## src/rtl/flag_branch_unit_pkg.sv

```systemverilog
// Shared definitions for the EX-stage flag/branch unit: ALU op encodings,
// flag bit positions, branch condition codes, FSM state and the per-op
// flag update mask.
package flag_branch_unit_pkg;

  localparam int unsigned FLAG_W    = 3;
  localparam int unsigned ALU_CTL_W = 3;
  localparam int unsigned CCC_W     = 3;

  localparam int unsigned FLAG_N = 0;
  localparam int unsigned FLAG_V = 1;
  localparam int unsigned FLAG_Z = 2;

  typedef enum logic [ALU_CTL_W-1:0] {
    ALU_ADD    = 3'b000,
    ALU_SUB    = 3'b001,
    ALU_PADDSB = 3'b010,
    ALU_RED    = 3'b011,
    ALU_SLL    = 3'b100,
    ALU_SRA    = 3'b101,
    ALU_ROR    = 3'b110,
    ALU_XOR    = 3'b111
  } alu_op_e;

  typedef enum logic [CCC_W-1:0] {
    CC_NE     = 3'b000,
    CC_EQ     = 3'b001,
    CC_GT     = 3'b010,
    CC_LT     = 3'b011,
    CC_GTE    = 3'b100,
    CC_LTE    = 3'b101,
    CC_OVFL   = 3'b110,
    CC_UNCOND = 3'b111
  } cc_e;

  // Flag payload; member order matches the bus bit order Z/V/N = [2]/[1]/[0].
  typedef struct packed {
    logic z;
    logic v;
    logic n;
  } alu_flags_t;

  typedef enum logic {
    ST_IDLE  = 1'b0,
    ST_FLUSH = 1'b1
  } fbu_state_e;

  // Which flag bits each ALU op is allowed to write.
  function automatic logic [FLAG_W-1:0] flag_update_mask(input logic [ALU_CTL_W-1:0] ctl);
    logic [FLAG_W-1:0] mask;
    mask = '0;
    case (alu_op_e'(ctl))
      ALU_ADD, ALU_SUB:                  mask = 3'b111;
      ALU_SLL, ALU_SRA, ALU_ROR, ALU_XOR: mask = 3'b100;
      ALU_PADDSB, ALU_RED:               mask = 3'b000;
    endcase
    return mask;
  endfunction

endpackage

```

## src/rtl/flag_branch_unit_br_cond_eval.sv

```systemverilog
// br_cond_eval: combinational branch condition decode.
// Ports:
//   i_flags  [2:0]  flags, [2]=Z [1]=V [0]=N
//   i_ccc    [2:0]  branch condition code
//   o_cond          condition satisfied
module br_cond_eval
  import flag_branch_unit_pkg::*;
(
  input  logic [FLAG_W-1:0] i_flags,
  input  logic [CCC_W-1:0]  i_ccc,
  output logic              o_cond
);

  alu_flags_t w_f;

  always_comb begin
    w_f    = alu_flags_t'(i_flags);
    o_cond = 1'b0;
    case (cc_e'(i_ccc))
      CC_NE:     o_cond = ~w_f.z;
      CC_EQ:     o_cond = w_f.z;
      CC_GT:     o_cond = ~w_f.z & ~w_f.n;
      // Z=1 or (Z=0 and N=0) reduces to Z=1 or N=0.
      CC_GTE:    o_cond = w_f.z | ~w_f.n;
      CC_LT:     o_cond = w_f.n;
      CC_LTE:    o_cond = w_f.n | w_f.z;
      CC_OVFL:   o_cond = w_f.v;
      CC_UNCOND: o_cond = 1'b1;
    endcase
  end

endmodule

```

## src/rtl/flag_branch_unit.sv

```systemverilog
// flag_branch_unit: latches ALU flags under a per-op mask, evaluates branch
// conditions and sequences the post-branch flush of IF/ID.
// Optional feature macro: FLAG_BYPASS_EN (same-cycle flag bypass to the
// branch evaluator; br_stall tied 0). Undefined: a branch coinciding with a
// flag write stalls one cycle.
// Ports:
//   clk, rst_n        clock, async active-low reset
//   alu_flags [2:0]   ALU flags Z/V/N
//   alu_ctl   [2:0]   ALU op code
//   flag_we           flag-writing ALU op in EX
//   br_valid          conditional branch in EX
//   br_ccc    [2:0]   branch condition code
//   flags_q   [2:0]   registered flags
//   br_taken          combinational redirect pulse
//   flush             registered IF/ID squash
//   br_stall          combinational hold-branch request
module flag_branch_unit
  import flag_branch_unit_pkg::*;
#(
  parameter int unsigned FLUSH_CYCLES = 2
) (
  input  logic                 clk,
  input  logic                 rst_n,
  input  logic [FLAG_W-1:0]    alu_flags,
  input  logic [ALU_CTL_W-1:0] alu_ctl,
  input  logic                 flag_we,
  input  logic                 br_valid,
  input  logic [CCC_W-1:0]     br_ccc,
  output logic [FLAG_W-1:0]    flags_q,
  output logic                 br_taken,
  output logic                 flush,
  output logic                 br_stall
);

  localparam int unsigned CNT_W = $clog2(FLUSH_CYCLES + 1);

  fbu_state_e        r_state;
  fbu_state_e        w_state_nxt;
  logic [CNT_W-1:0]  r_cnt;
  logic [CNT_W-1:0]  w_cnt_nxt;
  logic              r_flush;
  logic [FLAG_W-1:0] r_flags;
  logic [FLAG_W-1:0] w_mask;
  logic [FLAG_W-1:0] w_flags_merged;
  logic [FLAG_W-1:0] w_flags_eff;
  logic              w_idle;
  logic              w_flag_wr;
  logic              w_stall;
  logic              w_cond;
  logic              w_taken;

  assign w_idle         = (r_state == ST_IDLE);
  assign w_flag_wr      = flag_we & w_idle;
  assign w_mask         = flag_update_mask(alu_ctl);
  assign w_flags_merged = (r_flags & ~w_mask) | (alu_flags & w_mask);

`ifdef FLAG_BYPASS_EN
  assign w_flags_eff = w_flag_wr ? w_flags_merged : r_flags;
  assign w_stall     = 1'b0;
`else
  assign w_flags_eff = r_flags;
  // Flags are in flight this cycle: hold the branch until they land.
  assign w_stall     = w_idle & br_valid & flag_we;
`endif

  br_cond_eval u_cond (
    .i_flags (w_flags_eff),
    .i_ccc   (br_ccc),
    .o_cond  (w_cond)
  );

  // Branches arriving during FLUSH are squashed bubbles and never taken.
  assign w_taken = w_idle & br_valid & ~w_stall & w_cond;

  // Flag register; writes are suppressed while younger ops are being flushed.
  always_ff @(posedge clk or negedge rst_n) begin
    if (!rst_n) begin
      r_flags <= '0;
    end else if (w_flag_wr) begin
      r_flags <= w_flags_merged;
    end
  end

  // State register, flush counter and registered flush output.
  always_ff @(posedge clk or negedge rst_n) begin
    if (!rst_n) begin
      r_state <= ST_IDLE;
      r_cnt   <= '0;
      r_flush <= 1'b0;
    end else begin
      r_state <= w_state_nxt;
      r_cnt   <= w_cnt_nxt;
      r_flush <= (w_state_nxt == ST_FLUSH);
    end
  end

  // Next-state logic.
  always_comb begin
    w_state_nxt = r_state;
    w_cnt_nxt   = r_cnt;
    case (r_state)
      ST_IDLE: begin
        if (w_taken) begin
          w_state_nxt = ST_FLUSH;
          w_cnt_nxt   = CNT_W'(FLUSH_CYCLES);
        end
      end
      ST_FLUSH: begin
        if (r_cnt == CNT_W'(1)) begin
          w_state_nxt = ST_IDLE;
          w_cnt_nxt   = '0;
        end else begin
          w_cnt_nxt = r_cnt - CNT_W'(1);
        end
      end
    endcase
  end

  // Outputs.
  always_comb begin
    flags_q  = r_flags;
    flush    = r_flush;
    br_taken = w_taken;
    br_stall = w_stall;
  end

endmodule

```

## config.mk

```make
export PLATFORM = sky130hd
export DESIGN_NAME = flag_branch_unit
export DESIGN_NICKNAME = d
export VERILOG_FILES = /design/src/rtl/flag_branch_unit_pkg.sv /design/src/rtl/flag_branch_unit_br_cond_eval.sv /design/src/rtl/flag_branch_unit.sv
export SDC_FILE = /design/constraint.sdc
export NUM_CORES = 1
export LEC_CHECK = 0
export CAP_MARGIN = 20
export CORE_AREA = 2 2 39 41
export DETAILED_ROUTE_END_ITERATION = 6
export DIE_AREA = 0 0 41 43
export SLEW_MARGIN = 25
export SYNTH_ARGS = -nofsm -noshare
export SYNTH_HDL_FRONTEND = slang
export SYNTH_SLANG_ARGS = --single-unit
```

## constraint.sdc

```tcl
create_clock -name clk -period 4.1 [get_ports clk]
set_input_delay 0.82 -clock clk [delete_from_list [all_inputs] [get_ports clk]]
set_output_delay 0.82 -clock clk [all_outputs]
set_load 0.005 [all_outputs]
```

## After elaboration in Yosys (flattened, before gate mapping)

Memories as Yosys holds them, arrays and structs flattened.
Index checks and enable logic that the tools add are counted.

| word-level totals | value |
|---|---|
| bits in latches | 0 |
| register bits after elaboration | 6 |
| memories | 1 |
| bits in writable memories | 0 |
| input port bits | 13 |
| bits in read-only memories | 24 |
| logic and storage cells | 38 |

| operators by class | value |
|---|---|
| order comparisons | 0 |
| shifts and indexed selects | 0 |
| div/mod/pow operators | 0 |
| $mul | 0 |
| mux-type cells | 7 |
| bitwise gates (word level) | 16 |
| add/subtract/negate cells | 1 |
| reductions and logical operators | 1 |
| equal/unequal tests | 9 |

Memory list:

| name | depth | width | read ports | clocked after memory_dff | write ports | RTL line | RTL |
|---|---|---|---|---|---|---|---|
| (no name shown) | 8 | 3 | 1 | 0 | 0 | flag_branch_unit_pkg.sv:52 | `case (alu_op_e'(ctl))` |

Operators with widths:

| cell | number |
|---|---|
| $eq 3x3->1 const B | 4 |
| $pmux 1 s8 | 1 |
| $and 1x1->1 | 6 |
| $and 3x3->3 | 2 |
| $eq 3x2->1 const B | 2 |
| $mux 2 | 2 |
| $not 1->1 | 4 |
| $pmux 2 s2 | 1 |
| $eq 3x1->1 const B | 1 |
| $logic_not 3->1 | 1 |
| $not 3->3 | 1 |
| $or 3x3->3 | 1 |
| $eq 2x1->1 const B | 1 |
| $mux 1 | 2 |
| $ne 2x2->1 const B | 1 |
| $or 1x1->1 | 2 |
| $pmux 1 s2 | 1 |
| $sub 2x1->2 const B | 1 |

## Logic depth before layout (Yosys ltp)

Gate-level depths: netlist of run 1.

| depth | value |
|---|---|
| depth after elaboration | 8 |
| depth in mapped cells | 4 |
| depth with buffers taken out | 4 |

## By module

Synthesis of run 1 repeated with hierarchy kept, for this count alone.

| unflattened totals | value |
|---|---|
| cells, all modules | 38 |
| area, all modules | 382.9 sq um |

Modules (own cells, without submodules):

| module | area an instance (sq um) | instances | cells an instance |
|---|---|---|---|
| flag_branch_unit | 306.5 | 1 | 27 |
| br_cond_eval | 76.3 | 1 | 11 |

## Worst setup path after synthesis of run 1

Ideal clock, no wire load.

| path | value |
|---|---|
| path type | in2out |
| start | in br_ccc[1] |
| end | out br_taken |
| data required time | 3.280 ns |
| stages | 2 |
| slack | 1.768 ns |
| buffers on the path | 0 |
| arrival time | 1.512 ns |
| cell sequence | o311a_1 -> o311a_1 |

| on the way | value |
|---|---|
| longest elaborated chain between the ends | 3 |
| elaborated cells between the ends (all ways) | 10 |
| those cells by class | eq/ne: 7; mux: 1; bitwise: 1; reduce/logical: 1 |

RTL lines:

| what | RTL line | RTL |
|---|---|---|
| start: declaration | flag_branch_unit.sv:28 | `input logic [CCC_W-1:0] br_ccc,` |
| $eq 3x3->1 (tied with other cells) | flag_branch_unit_br_cond_eval.sv:19 | `case (cc_e'(i_ccc))` |
| $pmux 1 s8 (*) | flag_branch_unit_br_cond_eval.sv:19 |  |
| $and 1x1->1 (*) | flag_branch_unit.sv:73 | `assign w_taken = w_idle & br_valid & ~w_stall & w_cond;` |
| end: declaration | flag_branch_unit.sv:30 | `output logic br_taken,` |

Every way passes the cells marked *; elsewhere a longest branch is shown, timed or not.

## Final worst setup path of run 1

Ends and elaborated chain as after synthesis.

==> results_dict.tcl, run 1 <==
set metrics [dict create \
    drt_wl_total_um 676 \
    gr-usage-met3_pct 3.141 \
    tightest_slew_ps 381.1 \
    ant_nets 0 \
    multiInputGateArea_um2 178.9 \
    io-pin-count 19 \
    total_leakage_power_nw 0.2361 \
    synth-seq-cells 6 \
    yosysUniqueCellTypes 18 \
    syn-num-nets 48 \
    ir_drop_uv 209.0 \
    holdBufCountCts 0 \
    worstSkewPairLatency_ps 240 \
    grt_overflow 0 \
    dp_hpwl_um 564.3 \
    seqPwrFrac_pct 39.6 \
    fmax_ghz 0.2958 \
    clockRootBuffer "clkbuf_4" \
    switchingPower_mw 0.09354 \
    layout_commonest_cell "clkdlybuf4s50_1" \
    cts_inserted_buffers 3 \
    min_path_type "flop to flop" \
    swShare_pct 30.34 \
    nets 70 \
    relSlewSlack_pct 74.40 \
    critPathCaptureType "primary output" \
    wl_per_cell_um 9.657 \
    crit_type "input pin to primary output" \
    portBuffers 17 \
    via_count 307 \
    cts.clk_slew.worst_paths_ps 40 \
    final_cell_mix "clkdlybuf4s50_1, nand2b_1, dfrtp_1" \
    yosys_warnings 0 \
    p_per_area_mw_per_mm2 553.7 \
    htreeDepth 1 \
    dp_cells 67 \
    grt_max_degree 10 \
    start_kind "input pin" \
    clock_path_buffers 2 \
    comb_power_share_pct 43.9 \
    cts_num_sinks 6 \
    grt_busiest_layer "met1" \
    start_util_pct 24.86 \
    grt_usage_pct 9.201 \
    core_area_mm2 0.001384 \
    crit_arrival_ps 2560 \
    max-cap-violations 0 \
    power_report.internal_total_mw 0.2147 \
    finalCriticalPeriod_ps 3381 \
    post_cts_resized 0 \
    dr.pass1.iters 2 \
    finalNonFillerCells 70 \
    grt_antenna_before_repair 0 \
    grt_pass1_wl_um 1055 \
    tns_ps 0 \
    first_global_vias 272 \
    crit_required_ps 3280 \
    syn_to_final_growth_pct 61.82 \
    drive_gt1_share_pct 11.11 \
    syn_area_per_cell_um2 10.12 \
    synth_seq_area_share_pct 43.64 \
    drc 0 \
    drv_slew 0 \
    cts_tree "done" \
    clock_skew_ps 2.761 \
    grtUsageMet1_pct 11.84 \
    syn_area_um2 344.1 \
    grtUsageMet2_pct 11.56 \
    antenna_cells 0 \
    post-cts-setup-buffer-count 0 \
    rsz0062_at_grt "false" \
    hold_violations 0 \
    viasPerCell 4.386 \
    worstPathMaxFanout 6 \
    dieHeight_um 43 \
    drt_iter0_drc 4 \
    setup_violations 0 \
    dieArea_mm2 0.001763 \
    synth_cells 34 \
    min_period_over_period_pct 82.47 \
    gp_congestion 0.5973 \
    pwr-share-clk_pct 16.5 \
    fill_cells 140 \
    die_w_um 41 \
    rows 14 \
    seq_area_um2 150.1 \
    outcome "finished, final reports clean" \
]
## path summary, 6_finish.rpt
path / from / endpoint / slack [ps] / cells after the start
min reg2reg: r_cnt[1]$_DFFE_PN0P_ / r_cnt[1]$_DFFE_PN0P_ / 510 / 1
min in group asynchronous: rst_n / asynchronous set/reset pin / 820 / 1
min: r_cnt[1]$_DFFE_PN0P_ / r_cnt[1]$_DFFE_PN0P_ / 510 / 1
max reg2reg: flop / r_cnt[1]$_DFFE_PN0P_ / 2560 / 4
max in group asynchronous: rst_n / flush$_DFF_PN0_ / 3080 / 1
max: br_ccc[1] / br_taken / 720 / 5
## cell usage after synthesis
| cell | count | area, um^2 |
|---|---|---|
| nor3_1 | 1 | 5.000 |
| dfrtp_1 | 6 | 150.1 |
| a21oi_1 | 1 | 5.000 |
| inv_1 | 3 | 11.26 |
| nand4b_1 | 1 | 8.760 |
| o311a_1 | 2 | 20.02 |
| nand2b_1 | 6 | 37.54 |
| o21ai_1 | 1 | 5.000 |
| o21ai_0 | 1 | 5.000 |
| mux2_2 | 2 | 22.52 |
| ha_1 | 1 | 12.51 |
| nor4b_1 | 2 | 17.52 |
| nand2_1 | 2 | 7.510 |
| o31a_1 | 1 | 8.760 |
| inv_2 | 1 | 3.750 |
| and3b_1 | 1 | 8.760 |
| a21o_1 | 1 | 7.510 |
| a211oi_1 | 1 | 7.510 |
## logic make-up after synthesis
family / Yosys count / synth area share [%]
mux: 2 / 6.545
simple gates: 13 / 24.73
buf+inv: 4 / 4.362
flops: 6 / 43.64
compound gates: 8 / 17.09
fa+ha+maj: 1 / 3.636
## worst max-delay path, cell delays in order
cell and delay, ps:
clkdlybuf4s50_1 570, nor4b_1 90, nor4b_1 280, o311a_1 290, clkdlybuf4s50_1 520
## area by class of cell
class	count	area share, %
Timing Repair Buffer	17	30.56
Clock buffer	3	4.045
Multi-Input combinational cell	24	32.13
Tap cell	16	3.596
Inverter	4	2.697
Sequential cell	6	26.97
## power by group through the flow
stage               Combinational (mW)  Clock, mW  Sequential [mW]
floorplan                       0.0680          0            0.119
global placement                 0.136          0            0.123
detailed placement               0.138          0            0.124
CTS                              0.138     0.0548            0.123
global route                     0.156     0.0577            0.128
finish                           0.135     0.0509            0.122
## metrics by stage
| stage | hold slack (ps) | setup slack (ps) | utilization, % | area [um^2] | total power [mW] |
|---|---|---|---|---|---|
| 2_1_floorplan | 476.1 | 1768 | - | 344.1 | 0.1872 |
| 3_3_place_gp | 493.2 | 714.3 | 38.61 | 534.3 | 0.2585 |
| 3_5_place_dp | 509.0 | 713.0 | 38.61 | 534.3 | 0.2620 |
| 4_1_cts | 518.1 | 711.8 | 40.24 | 556.8 | 0.3162 |
| 5_1_grt | 549.7 | 614.1 | 40.24 | 556.8 | 0.3418 |
| 6_report | 508.3 | 718.9 | 40.24 | 556.8 | 0.3083 |
## metal layers
metal,vias up,routed length [um]
met1,130,318
met2,11,291
met3,0,66
met4,0,0
li1,166,-
met5,-,0
No activity file was read; power rests on OpenSTA's default activity.
==> run 2, diff against run 1 <==
Clock period 4.1 ns to 3 ns, I/O delays scaled along.
==> results_dict.tcl, run 2 (same netlist as run 1, synthesis figures left out) <==
set metrics [dict create \
    outcome "finished, final reports clean" \
    wl_met2_um 309 \
    pwr-share-clk_pct 16.4 \
    dieHeight_um 43 \
    hold_violations 0 \
    switchingPower_mw 0.1272 \
    core_area_mm2 0.001384 \
    die_w_um 41 \
    crit_arrival_ps 2300 \
    drt_wl_total_um 696 \
    pre_cts_ws_ps 109.2 \
    ant_nets 0 \
    clock_skew_ps 2.268 \
    cts_tree "done" \
    finalCriticalPeriod_ps 2899 \
    dr.pass1.iters 3 \
    drive_gt1_share_pct 12.73 \
    clockRootBuffer "clkbuf_4" \
    critPathCaptureType "primary output" \
    fin_ws_ps 101.2 \
    drc 0 \
    post-cts-setup-buffer-count 0 \
    via_count 321 \
    portBuffers 17 \
    reg2reg_to "r_cnt[1]$_DFFE_PN0P_" \
    gp_congestion 0.5983 \
    fill_cells 149 \
    crit_path_end "br_taken" \
    holdBufCountCts 0 \
    crit_required_ps 2400 \
    nets 71 \
    routed.top_layer "met3" \
    relSlewSlack_pct 75.26 \
    dieArea_mm2 0.001763 \
    finalNonFillerCells 71 \
    tightest_slew_ps 368.2 \
    power_report.internal_total_mw 0.2953 \
    rsz0062_at_grt "false" \
    cts.clk_slew.worst_paths_ps 40 \
    tns_ps 0 \
    crit_start "br_ccc[1]" \
    start_kind "input pin" \
    grt_usage_pct 8.401 \
    layout_commonest_cell "clkdlybuf4s50_1" \
    grt_max_degree 10 \
    wl_met1_um 316 \
    rows 14 \
    total_leakage_power_nw 0.2415 \
    reg2reg_slack_ps 1360 \
    seqPwrFrac_pct 39.6 \
    seq_area_um2 150.1 \
    setup_violations 0 \
    dp_cells 68 \
    dp_hpwl_um 585 \
    r2r_cells 5 \
    first_global_vias 263 \
    wl_per_cell_um 9.803 \
    cts_num_sinks 6 \
    crit_type "input pin to primary output" \
    ir_drop_uv 289.2 \
    multiInputGateArea_um2 178.9 \
    post_cts_resized 0 \
    drt_iter0_drc 1 \
    antenna_cells 0 \
    cts_inserted_buffers 3 \
    worstPathMaxFanout 6 \
    htreeDepth 1 \
    final_core_util_pct 40.78 \
    viasPerCell 4.521 \
    dr_wl_met3_um 70 \
    start_util_pct 24.86 \
    min_period_over_period_pct 96.63 \
    clock_path_buffers 2 \
    swShare_pct 30.10 \
    min_path_type "flop to flop" \
    grt_antenna_before_repair 0 \
    fmax_ghz 0.3450 \
    grt_pass1_wl_um 972 \
    final_cell_mix "clkdlybuf4s50_1, nand2b_1, dfrtp_1" \
    max-cap-violations 0 \
    drv_slew 0 \
    io-pin-count 19 \
    grt_overflow 0 \
    comb_power_share_pct 44.0 \
    p_per_area_mw_per_mm2 748.7 \
    syn_to_final_growth_pct 64.00 \
    worstSkewPairLatency_ps 230 \
]
run 2: layer usage:
| layer | vias up | GRT usage (%) |
|---|---|---|
| met1 | 143 | 10.56 |
| met2 | 11 | 11.25 |
| li1 | 167 | - |
| met5 | - | 0 |
| met3 | 0 | 3.141 |
| met4 | 0 | 6.000 |
run 2: power groups by stage:
stage / registers [mW] / logic (mW) / clock network [mW]
after global placement: 0.168 / 0.188 / 0
after CTS: 0.168 / 0.191 / 0.0737
after floorplan: 0.163 / 0.0929 / 0
final: 0.167 / 0.186 / 0.0695
after detailed placement: 0.169 / 0.190 / 0
after global routing: 0.175 / 0.214 / 0.0760
run 2: worst min path at each step:
stage	cells after the start	start	to
after floorplan	0	rst_n	asynchronous set/reset pin
after CTS	1	r_cnt[1]$_DFFE_PN0P_	r_cnt[1]$_DFFE_PN0P_
after detailed placement	1	r_cnt[1]$_DFFE_PN0P_	r_cnt[1]$_DFFE_PN0P_
final	1	r_cnt[1]$_DFFE_PN0P_	r_cnt[1]$_DFFE_PN0P_
after global routing	1	r_cnt[1]$_DFFE_PN0P_	r_cnt[1]$_DFFE_PN0P_
after global placement	1	r_cnt[1]$_DFFE_PN0P_	r_cnt[1]$_DFFE_PN0P_
run 2: metrics by stage:
step / total power [mW] / instance area, um^2 / hold WS [ps]
finish: 0.4225 / 564.3 / 505.3
global route: 0.4644 / 564.3 / 534.9
CTS: 0.4319 / 564.3 / 504.9
detailed placement: 0.3593 / 541.8 / 495.4
global placement: 0.3562 / 541.8 / 492.9
floorplan: 0.2559 / 344.1 / 304.4
run 2: layout make-up:
cell class	instances	share of cell area (%)
multi-input combinational	24	31.71
timing repair buffer	18	31.49
sequential	6	26.61
clock buffer	3	3.991
tap	16	3.548
inverter	4	2.661
run 2: worst max-delay path, stage by stage:
cell	delay, ps
clkdlybuf4s50_1	500
o311a_1	390
o311a_1	350
clkdlybuf4s50_1	450
==> run 3, diff against run 2 <==
Settings changed: GPL_ROUTABILITY_DRIVEN from default to 1, GPL_TIMING_DRIVEN from default to 0.
==> results_dict.tcl, run 3 (same netlist as run 1, synthesis figures left out) <==
set metrics [dict create \
    fill_cells 132 \
    ant_nets 0 \
    min_from "r_cnt[1]$_DFFE_PN0P_" \
    cts_tree "done" \
    drive_gt1_share_pct 11.11 \
    worstPathMaxFanout 4 \
    grt_antenna_before_repair 0 \
    nets 70 \
    path_depth 5 \
    dieArea_mm2 0.001763 \
    worstSkewPairLatency_ps 230 \
    die_w_um 41 \
    min_period_over_period_pct 84.69 \
    cts.clk_slew.worst_paths_ps 40 \
    hold_path_end "r_cnt[1]$_DFFE_PN0P_" \
    antenna_cells 0 \
    cp_cell_sequence "clkdlybuf4s50_1, nor4b_1, nor4b_1, o311a_1, dlymetal6s2s_1" \
    holdPathStages 1 \
    reg2reg_to "r_cnt[1]$_DFFE_PN0P_" \
    dp_hpwl_um 588.5 \
    tns_ps 0 \
    reg2reg_slack_ps 1470 \
    portBuffers 17 \
    ir_drop_uv 278.8 \
    io-pin-count 19 \
    syn_to_final_growth_pct 63.27 \
    crit_arrival_ps 1940 \
    fmax_ghz 0.3936 \
    core_area_mm2 0.001384 \
    dr.pass1.iters 2 \
    rows 14 \
    viasPerCell 4.457 \
    hold_violations 0 \
    clockRootBuffer "clkbuf_4" \
    total_leakage_power_nw 0.2613 \
    drc 0 \
    layout_commonest_cell "clkdlybuf4s50_1" \
    crit_required_ps 2400 \
    htreeDepth 1 \
    critical_path.slowest_cell "clkdlybuf4s50_1" \
    start_util_pct 24.86 \
    post-cts-setup-buffer-count 0 \
    grt_pass1_wl_um 1104 \
    relSlewSlack_pct 75.11 \
    outcome "finished, final reports clean" \
    wl_per_cell_um 10.00 \
    rsz0062_at_grt "false" \
    first_global_vias 278 \
    setup_violations 0 \
    min_path_type "flop to flop" \
    power_mw 0.4212 \
    grt_max_degree 10 \
    holdBufCountCts 0 \
    critPathMaxStageDelay_ps 440 \
    clock_path_buffers 2 \
    multiInputGateArea_um2 178.9 \
    p_per_area_mw_per_mm2 749.7 \
    final_cell_mix "clkdlybuf4s50_1, nand2b_1, dfrtp_1" \
    clock_skew_ps 2.410 \
    drt_wl_total_um 700 \
    crit_family "buffers and inverters" \
    grt_usage_pct 9.606 \
    drt_iter0_drc 1 \
    crit_type "input pin to primary output" \
    start_kind "input pin" \
    gp_congestion 0.5966 \
    critPathCaptureType "primary output" \
    cts_inserted_buffers 3 \
    path_common_cell "nor4b_1" \
    final_core_util_pct 40.60 \
    critPathBufInv 2 \
    tightest_slew_ps 370.5 \
    r2r_cells 4 \
    grt_overflow 0 \
    finalCriticalPeriod_ps 2541 \
    via_count 312 \
    cts_num_sinks 6 \
    seq_area_um2 150.1 \
    drv_slew 0 \
    max-cap-violations 0 \
    dieHeight_um 43 \
]
-- run 3: repair_timing --
item / 4_1_cts / 5_1_grt
hold endpoints to repair: 0 / 0
setup endpoints to repair: 0 / 1
resized for setup: 0 / 2
-- run 3: cell type report --
type	instances	share of cell area [%]
clock buffers	3	4.009
inverters	4	2.673
multi-input cells	24	31.85
flip-flops and latches	6	26.73
well taps	16	3.563
repair buffers	17	31.18
-- run 3: routing by layer --
layer  track usage (%)  wire [um]  vias to the layer above
met5                 0          0                        -
met4             8.000          0                        0
met3             3.141         69                        0
met2             12.19        311                       11
met1             12.50        320                      135
li1                  -          -                      166
-- run 3: worst reg2reg max path, cell delays in order, from the launching register on --
cell and delay [ps]:
dfrtp_1 410, inv_2 50, o311a_1 320, o311a_1 370, o31a_1 250
-- run 3: worst max path at each step --
stage               endpoint      start  slack [ps]
finish              br_taken  br_ccc[0]         460
floorplan           br_taken  br_ccc[1]        1110
CTS                 br_taken  br_ccc[1]          60
global route        br_taken  br_ccc[0]         350
detailed placement  br_taken  br_ccc[1]          60
global placement    br_taken  br_ccc[1]          50
-- run 3: metrics by stage --
step / setup slack [ps] / hold slack, ps / std cells / instance area (um^2)
3_3_place_gp: 54.41 / 493.2 / 67 / 534.3
6_report: 459.3 / 513.8 / 70 / 561.8
5_1_grt: 345.8 / 559.6 / 70 / 561.8
3_5_place_dp: 64.69 / 511.1 / 67 / 534.3
4_1_cts: 63.09 / 520.2 / 70 / 556.8
2_1_floorplan: 1108 / 304.4 / 34 / 344.1
-- run 3: power by group --
| group | switching (mW) | internal, mW | total, mW |
|---|---|---|---|
| clock | 0.0244 | 0.0449 | 0.0694 |
| combinational | 0.0581 | 0.126 | 0.184 |
| sequential | 0.0459 | 0.122 | 0.168 |
| total | 0.128 | 0.293 | 0.421 |
